[src/rtl/lab5_ram_loader.sv]
// lab5_ram_loader: feeds a host valid/ready word stream into the shared Lab 5
// RAM starting at address 0, stops at a zero terminator (forcing one at the
// last address if the program is too long), then pulses start and stays off
// the RAM port until the control block reports done.
module lab5_ram_loader #(
  parameter int ADDR_WIDTH = 8,
  parameter int DATA_WIDTH = 32
) (
  input  logic                  clk,
  input  logic                  rst,
  input  logic                  in_valid,
  input  logic [DATA_WIDTH-1:0] in_data,
  output logic                  in_ready,
  input  logic                  ctrl_done,
  output logic                  ram_we,
  output logic [ADDR_WIDTH-1:0] ram_addr,
  output logic [DATA_WIDTH-1:0] ram_wdata,
  output logic                  start,
  output logic                  busy,
  output logic [ADDR_WIDTH:0]   word_count,
  output logic                  overflow
);

  localparam int unsigned DEPTH = 2 ** ADDR_WIDTH;
  localparam logic [ADDR_WIDTH-1:0] LAST_ADDR = ADDR_WIDTH'(DEPTH - 1);

  typedef enum logic [1:0] {
    LOAD = 2'd0,
    TERM = 2'd1,
    RUN  = 2'd2
  } state_t;

  state_t                state;
  logic [ADDR_WIDTH-1:0] wr_ptr;
  logic                  first_pending;  // next accept is the first of a new load
  logic                  accept;

  // Ready depends on state only, so the host sees no path from in_valid.
  assign in_ready = (state == LOAD);
  assign accept   = in_valid & in_ready;

  // Loader FSM with all outputs registered; ram_we and start default low so
  // each is a single-cycle pulse unless re-armed.
  always_ff @(posedge clk) begin
    if (rst) begin
      state         <= LOAD;
      wr_ptr        <= '0;
      first_pending <= 1'b1;
      ram_we        <= 1'b0;
      ram_addr      <= '0;
      ram_wdata     <= '0;
      start         <= 1'b0;
      busy          <= 1'b0;
      word_count    <= '0;
      overflow      <= 1'b0;
    end else begin
      // NOTE: non-blocking assignments everywhere here; the later assignment
      // in program order wins, which the overflow clear/set below relies on.
      ram_we <= 1'b0;
      start  <= 1'b0;
      case (state)
        LOAD: begin
          if (accept) begin
            ram_we        <= 1'b1;
            ram_addr      <= wr_ptr;
            wr_ptr        <= wr_ptr + 1'b1;
            first_pending <= 1'b0;
            if (first_pending) begin
              word_count <= (ADDR_WIDTH + 1)'(1);
              overflow   <= 1'b0;
            end else begin
              word_count <= word_count + 1'b1;
            end
            if (in_data == '0) begin
              ram_wdata <= in_data;
              state     <= TERM;
            end else if (wr_ptr == LAST_ADDR) begin
              // Out of RAM: replace the word with a terminator so the
              // control block never runs off the end of memory.
              ram_wdata <= '0;
              overflow  <= 1'b1;
              state     <= TERM;
            end else begin
              ram_wdata <= in_data;
            end
          end
        end
        TERM: begin
          // Terminator write lands this cycle; hand over to control next.
          state <= RUN;
          start <= 1'b1;
          busy  <= 1'b1;
        end
        RUN: begin
          if (ctrl_done) begin
            busy          <= 1'b0;
            wr_ptr        <= '0;
            first_pending <= 1'b1;
            state         <= LOAD;
          end
        end
        default: state <= LOAD;
      endcase
    end
  end

endmodule

[config.mk]
export PLATFORM = sky130hd
export DESIGN_NAME = lab5_ram_loader
export DESIGN_NICKNAME = d
export VERILOG_FILES = /design/src/rtl/lab5_ram_loader.sv
export SDC_FILE = /design/constraint.sdc
export NUM_CORES = 1
export LEC_CHECK = 0
export CORE_ASPECT_RATIO = 1.5
export CORE_UTILIZATION = 49
export CTS_BUF_LIST = sky130_fd_sc_hd__clkbuf_8
export DETAILED_ROUTE_END_ITERATION = 7
export GPL_TIMING_DRIVEN = 0
export PLACE_DENSITY = 0.85
export SLEW_MARGIN = 20
export SYNTH_ARGS = -nofsm -noshare
export SYNTH_HDL_FRONTEND = slang
export SYNTH_SLANG_ARGS = --single-unit
[constraint.sdc]
create_clock -name clk -period 3.97 [get_ports clk]
set_input_delay 1.191 -clock clk [delete_from_list [all_inputs] [get_ports clk]]
set_output_delay 1.191 -clock clk [all_outputs]
set_load 0.1 [all_outputs]
Yosys cells after proc, flatten, opt, wreduce, memory -nomap -nowiden
Cells that the tools add are included.
{"block": "classes", "add_sub_neg": 2, "n_eq_ne": 6, "mux": 21, "bitwise_logic": 2, "reduce_logical": 9}
{"cell": "32-bit 2-to-1 mux", "n": 2}
{"cell": "32-bit zero test", "n": 1}
{"cell": "8-bit 2-to-1 mux", "n": 2}
{"cell": "8-bit one-hot mux with 2 select lines", "n": 1}
{"cell": "9-bit by 1-bit adder with 9-bit output (second input constant)", "n": 1}
{"cell": "9-bit 2-to-1 mux", "n": 1}
{"cell": "8-bit by 1-bit adder with 8-bit output (second input constant)", "n": 1}
{"cell": "8-bit equality test (second input constant)", "n": 1}
{"cell": "1-bit 2-to-1 mux", "n": 8}
{"cell": "2-bit 2-to-1 mux", "n": 4}
{"cell": "2-bit one-hot mux with 3 select lines", "n": 1}
{"cell": "3-bit AND reduction", "n": 2}
{"cell": "1-bit one-hot mux with 2 select lines", "n": 2}
{"cell": "2-bit AND reduction", "n": 2}
{"cell": "2-bit nonzero test", "n": 2}
{"cell": "3-bit by 1-bit != test with 1-bit output (second input constant)", "n": 1}
{"cell": "2-bit by 1-bit equality test with 1-bit output (second input constant)", "n": 1}
{"cell": "2-bit equality test (second input constant)", "n": 1}
{"cell": "2-bit zero test", "n": 1}
{"cell": "2-bit by 1-bit != test with 1-bit output (second input constant)", "n": 1}
{"cell": "2-bit != test (second input constant)", "n": 1}
{"cell": "2-bit OR reduction", "n": 1}
{"cell": "1-bit bitwise AND", "n": 1}
{"cell": "1-bit NOT", "n": 1}
{"block": "totals", "reg_bits": 64, "wordCells": 50}

Longest topological paths before layout
Gate-level depths: netlist (run 1).
{"block": "depth", "depth_word": 5, "depth_mapped": 6}

Worst setup path after synthesis (run 1)
No wires, ideal clock.
{"block": "synth_path", "path_kind": "register to output", "startpoint": "register state[1]", "endpoint": "output in_ready", "arrival_ps": 1617, "required_time_ps": 2779, "path_slack_ps": 1162, "path_stages_with_launch": 2, "n_path_buf": 0, "path_cell_list": "dfxtp_1 nor2_1"}
{"block": "synth_via", "elab_chain_len": 1}
{"item": "from (decl)", "line_no": "33", "rtl": "state_t state;"}
{"item": "from (signal assigned)", "line_no": "46", "rtl": "state <= LOAD;"}
{"item": "from (signal assigned)", "line_no": "76", "rtl": "state <= TERM;"}
{"item": "from (signal assigned)", "line_no": "82", "rtl": "state <= TERM;"}
{"item": "2-bit zero test", "line_no": "39", "rtl": "assign in_ready = (state == LOAD);"}
{"item": "to (decl)", "line_no": "13", "rtl": "output logic in_ready,"}
No other way between the ends.

Final worst setup path (run 1)
Ends and elaborated chain as after synthesis.

==> results of run 1 <==
-- per-layer routing --
layer	part of all wire, %	wire length (um)	vias to the layer above	global-route usage (%)
met2	51	3140	89	42.1
met1	40	2450	1055	26.6
li1	-	-	1097	-
met4	1.7	103	0	10.4
met3	7.4	454	10	9.90
met5	0	0	-	0
-- worst max-delay path, stage by stage, from the launching register on --
cell	delay (ps)
dfxtp_1	360
nor2_1	160
clkdlybuf4s50_1	1170
-- logic make-up (layout without fill, tap and decap cells) --
group	Yosys count	count (layout)	synth area share (%)
buf+inv	18	121	2.90
xor+xnor	10	10	3.62
compound gates	59	59	18.9
simple gates	81	81	17.3
flops	64	64	53.0
mux	8	8	3.31
fa+ha+maj	2	2	1.03
-- cell type report --
type / count / share of cell area, %
plain buffers: 15 / 1.64
well taps: 66 / 2.30
multi-input cells: 160 / 29.8
inverters: 3 / 0.314
clock inverters: 3 / 1.12
flip-flops and latches: 64 / 35.7
repair buffers: 88 / 24.6
clock buffers: 12 / 4.60
-- placed cells by master (no fill, tap or decap), types with 8 or more instances in the layout --
| master | n |
|---|---|
| nor2_1 | 17 |
| a211oi_1 | 9 |
| clkbuf_1 | 13 |
| clkbuf_8 | 12 |
| nor4_1 | 11 |
| a21oi_1 | 16 |
| a32o_1 | 25 |
| dfxtp_1 | 64 |
| nand2_1 | 30 |
| clkdlybuf4s50_1 | 88 |
| xnor2_1 | 9 |
| mux2i_1 | 8 |
-- power by group --
part	internal (mW)	leakage, nW	switching [mW]
combinational	0.0895	0.620	0.214
sequential	0.667	0.523	0.0150
clock	0.336	0.108	0.235
-- worst paths after layout --
path / startpoint / to / slack, ps / cells past startpoint
min reg2reg: ram_addr[1]$_SDFFE_PP0P_ / ram_addr[1]$_SDFFE_PP0P_ / 450 / 2
max: state[1]$_SDFFE_PP0P_ / in_ready / 740 / 2
max reg2reg: wr_ptr[2]$_SDFFE_PP0P_ / ram_wdata[0]$_SDFFE_PP0P_ / 2130 / 4
min: ram_addr[1]$_SDFFE_PP0P_ / ram_addr[1]$_SDFFE_PP0P_ / 450 / 2
-- through the flow --
stage                     hold WS [ps]  cell area (um^2)
after floorplan                    444              2420
after global placement             436              3380
after detailed placement           444              3380
after CTS                          453              3590
after global routing               479              3590
final                              453              3590
-- state kept, by name, indices dropped and copies added (netlist names) --
| signal | cells |
|---|---|
| ram_addr | 8 |
| state | 2 |
| ram_we | 1 |
| busy | 1 |
| word_count | 9 |
| ram_wdata | 32 |
| wr_ptr | 8 |
| start | 1 |
| overflow | 1 |
| first_pending | 1 |
==> flow_summary_export.csv, run 1 <==
group,metric,value,unit
outcome,outcome,"complete, no violations",
finish,final_cell_count_no_fill,411,
critical_path,worst_setup_path_end_kind,"output port",
sta,finalWorstPathRequiredPeriod,3230,ps
global_route,grt.total_usage,24.7,%
route,drt_pass1_iterations,6,
global_route,total_gr_overflow,0,
critical_path,timing.critical_path.arrival,2030,ps
synthesis,synth-main-ff-cell,"dfxtp_1",
synthesis,synthMostInstantiatedCell,"dfxtp_1",
pwr,total_power,1.56,mW
die,pin_count,90,
clock_network,clk_pin_slew_worst_paths,70,ps
hold_path,type_of_the_worst_min_delay_path,"flip-flop to flip-flop",
finish,antenna_cells_inserted,0,
route,vias_per_cell,5.48,
route,detail_route.iter0.violations,61,
sta,rsz_0062_raised_after_global_routing,"false",
critical_path,critPathKind,"flip-flop to output port",
critical_path,worstSetupStartpointType,"flip-flop",
route,via_count,2251,
finish,multi_input_area,1070,um^2
synthesis,synthesis.area_per_instance,9.99,um^2
sta,final_max_slew_viol_count,0,
synthesis,synth_top_cell_area_share,53.0,%
finish,finish.utilization,75.2,%
place,place.port_buffers,88,
clock_network,postCtsHoldBufs,0,
clock_network,cts.root.buffer_cell,"clkbuf_8",
sta,timing.final.hold_violations,0,
global_route,grt_pass1_vias,2145,
synthesis,async_reset_ff_share,0,%
clock_network,post-cts-setup-buffers,0,
route,route.antenna.remaining_nets,0,
synthesis,yosysTopAreaCell,"dfxtp_1",
sta,timing.setup.tns,0,ps
global_route,grt_antenna_before_repair,0,
synthesis,synth_warnings,0,
clock_network,clockBufferDepth,2,
synthesis,fraction_of_the_yosys_area_taken_by_sequential_cells,53.0,%
die,initial_utilization,50.7,%
finish,final.fill_count,359,
pwr,max-vdd-ir-drop,335,uV
die,placement_rows,31,
finish,post_route_cells_drive_above_1_share,5.80,%
sta,clk_skew,8.37,ps
sta,tightest_slew,1010,ps
clock_network,cts_buffer_count,9,
sta,finalSetupViolations,0,
route,drcViolationCount,0,
clock_network,clock_net_sink_count,64,
sta,finalWorstSetupSlack,744,ps
critical_path,worst-endpoint-required,2780,ps
place,globalplace.congestion,0.788,
synthesis,count_of_flip_flops_with_a_built_in_enable_after_synthesis,0,
synthesis,post_synth_inst_count,242,
global_route,largest_net_degree_at_the_start_of_global_routing,11,
die,dieHeight,88.0,um
clock_network,cts_tree,"built",
die,fp.dieW,59.4,um
clock_network,cts_htree_levels,3,
place,numPlacedInstances,396,
route,avgRoutedWirePerCell,14.9,um
finish,area_growth,48.3,%
place,place_worst_setup_slack,957,ps
clock_network,post_cts_resized,0,
pwr,power.density,434,nW/um^2
synthesis,postSynthRegisterBits,64,
route,drt_wl_total,6140,um
synthesis,postSynthNetCount,280,
critical_path,crit_fanout,6,
sta,timing.slew.headroom,32.4,%
die,design.die.area,5230,um^2
synthesis,ys_types,31,
sta,fmax,310,MHz
finish,finish.net_count,379,
die,floorplan.core_area,4770,um^2
finish,register_area,1280,um^2
place,place_hpwl,4530,um
sta,finalCritPeriodShare,81.3,%
pwr,static-leakage-power,1.25,nW
global_route,grt_first_pass_wirelength,9610,um
synthesis,post_synth_main_area_contributors,"dfxtp_1 53%, a32o_1 10%, nand2_1 4.7%",
flow_run,number_of_max_cap_violations,0,
synthesis,ys_top_cells_by_count,"64 x dfxtp_1, 30 x nand2_1, 25 x a32o_1",
synthesis,synthesis.area,2420,um^2
clock_network,clock_insertion_delay_worst_skew,340,ps
Power figures use the tool's default switching activity.
==> run 2, diff against run 1 <==
- CORE_UTILIZATION: 49 -> 41
- PLACE_DENSITY: 0.85 -> 0.76
- clock period: 3.97 -> 2.8 ns (I/O delays scaled with it)
==> flow_summary_export.csv, run 2 (synthesized netlist as in run 1, its figures left out) <==
group,metric,value,unit
sta,finalWorstSetupSlack,55.2,ps
sta,fmax,364,MHz
clock_network,post-cts-setup-buffers,0,
clock_network,clock_net_sink_count,64,
die,initial_utilization,43.4,%
sta,timing.slew.headroom,33.0,%
finish,largest_register_ff_count,32,
sta,final_max_slew_viol_count,0,
global_route,grt_first_pass_wirelength,9400,um
route,drt_pass1_iterations,4,
clock_network,cts_buffer_count,9,
global_route,grt_antenna_before_repair,0,
route,avgRoutedWirePerCell,13.8,um
critical_path,crit_chain,"clkdlybuf4s50_1",
critical_path,worstSetupStartpointType,"flip-flop",
finish,layout_top_registers,"ram_wdata x32, word_count x9",
finish,top_register,"ram_wdata",
finish,area_growth,48.3,%
critical_path,critical_path.reg2reg.startpoint,"wr_ptr[2]$_SDFFE_PP0P_",
die,design.die.area,6220,um^2
critical_path,crit_fanout,6,
clock_network,cts.root.buffer_cell,"clkbuf_8",
finish,antenna_cells_inserted,0,
clock_network,clock_insertion_delay_worst_skew,340,ps
route,route.antenna.remaining_nets,0,
sta,rsz_0062_raised_after_global_routing,"false",
hold_path,holdCritStartpoint,"ram_addr[7]$_SDFFE_PP0P_",
sta,finalSetupViolations,0,
outcome,outcome,"complete, no violations",
finish,finish.net_count,379,
global_route,largest_net_degree_at_the_start_of_global_routing,11,
critical_path,worst-endpoint-required,1960,ps
die,floorplan.core_area,5570,um^2
sta,finalWorstPathRequiredPeriod,2740,ps
sta,clk_skew,5.81,ps
sta,finalCritPeriodShare,98.0,%
clock_network,clk_pin_slew_worst_paths,60,ps
critical_path,wp_buf_inv,1,
global_route,grt.total_usage,19.9,%
place,globalplace.congestion,0.760,
die,placement_rows,33,
sta,timing.setup.tns,0,ps
global_route,grt_pass1_vias,2089,
flow_run,number_of_max_cap_violations,0,
clock_network,clockBufferDepth,2,
finish,final.fill_count,512,
place,place_area,3390,um^2
finish,post_route_cells_drive_above_1_share,5.49,%
route,vias_per_cell,5.32,
route,drcViolationCount,0,
finish,final_area,3590,um^2
pwr,max-vdd-ir-drop,362,uV
critical_path,cpMaxStageDelayCell,"clkdlybuf4s50_1",
route,detail_route.iter0.violations,110,
die,pin_count,90,
finish,most_common_cell_after_layout_fill_and_taps_aside,"clkdlybuf4s50_1",
critical_path,crit_path_max_incr_delay,1160,ps
critical_path,worst_setup_path_end_kind,"output port",
critical_path,timing.critical_path.arrival,1900,ps
critical_path,critPathKind,"flip-flop to output port",
place,place_hpwl,4400,um
place,place_worst_setup_slack,126,ps
pwr,static-leakage-power,1.27,nW
die,fp.dieW,64.7,um
finish,finish.utilization,64.4,%
sta,timing.final.hold_violations,0,
place,numPlacedInstances,400,
clock_network,cts_htree_levels,3,
finish,highest_count_cells_in_the_layout_ignoring_fill_and_taps,"86 x clkdlybuf4s50_1, 64 x dfxtp_1, 30 x nand2_1",
sta,tightest_slew,1000,ps
critical_path,critical-path-top-delay-family,"buffers and inverters",
clock_network,postCtsHoldBufs,0,
place,place.port_buffers,88,
clock_network,cts_tree,"built",
pwr,power.density,609,nW/um^2
die,dieHeight,96.1,um
hold_path,type_of_the_worst_min_delay_path,"flip-flop to flip-flop",
critical_path,crit_path_start,"word_count[4]$_SDFFE_PP0P_",
finish,final_cell_count_no_fill,416,
global_route,total_gr_overflow,0,
route,via_count,2215,
route,drt_wl_total,5730,um
==> run 2: changes by cell type in the layout (fill, tap and decap cells not counted) <==
| cell | previous run | this run |
|---|---|---|
| clkbuf_8 | 12 | 11 |
| clkdlybuf4s50_1 | 88 | 86 |
| dlygate4sd2_1 | 0 | 1 |
| dlymetal6s2s_1 | 0 | 1 |
| inv_1 | 3 | 5 |
==> run 2: cell type report <==
class                      instances  area (um^2)  share of cell area, %
sequential                        64         1280                   35.7
clock buffer                      11          151                   4.22
buffer                            15         58.8                   1.64
clock inverter                     5         47.5                   1.33
multi-input combinational        160         1070                   29.8
timing repair buffer              88          882                   24.6
tap                               70         87.6                   2.44
inverter                           3         11.3                  0.314
==> run 2: power by group <==
part           internal, mW  total, mW  leakage [nW]  switching [mW]
logic                 0.127      0.427         0.637           0.300
clock network         0.450      0.790         0.112           0.340
registers             0.945      0.965         0.523          0.0202
total                  1.52       2.18          1.27           0.661
==> run 2: path summary, 6_finish.rpt <==
check | end | slack (ps) | depth (start not counted)
setup / recovery | word_count[4] | 60 | 1
hold reg to reg | ram_addr[7]$_SDFFE_PP0P_ | 450 | 2
setup reg to reg | ram_wdata[5]$_SDFFE_PP0P_ | 930 | 4
hold / removal | ram_addr[7]$_SDFFE_PP0P_ | 450 | 2
==> run 2: through the flow <==
stage	hold slack, ps	power (mW)
final	454	2.18
after global routing	470	2.26
after CTS	458	2.20
after detailed placement	449	1.41
after global placement	437	1.41
after floorplan	444	1.28
==> run 2: what timing repair did <==
item / in CTS / in global routing
pin swaps: 0 / 0
resized for setup: 1 / 1
endpoints found under the setup margin: 1 / 1
==> run 2: layer usage <==
| metal | part of all wire (%) | global-route usage (%) | up-vias |
|---|---|---|---|
| li1 | - | - | 1099 |
| met1 | 41 | 21.7 | 1039 |
| met2 | 49 | 33.6 | 68 |
| met3 | 7.8 | 7.58 | 9 |
| met4 | 1.8 | 9.44 | 0 |
| met5 | 0 | 0 | - |
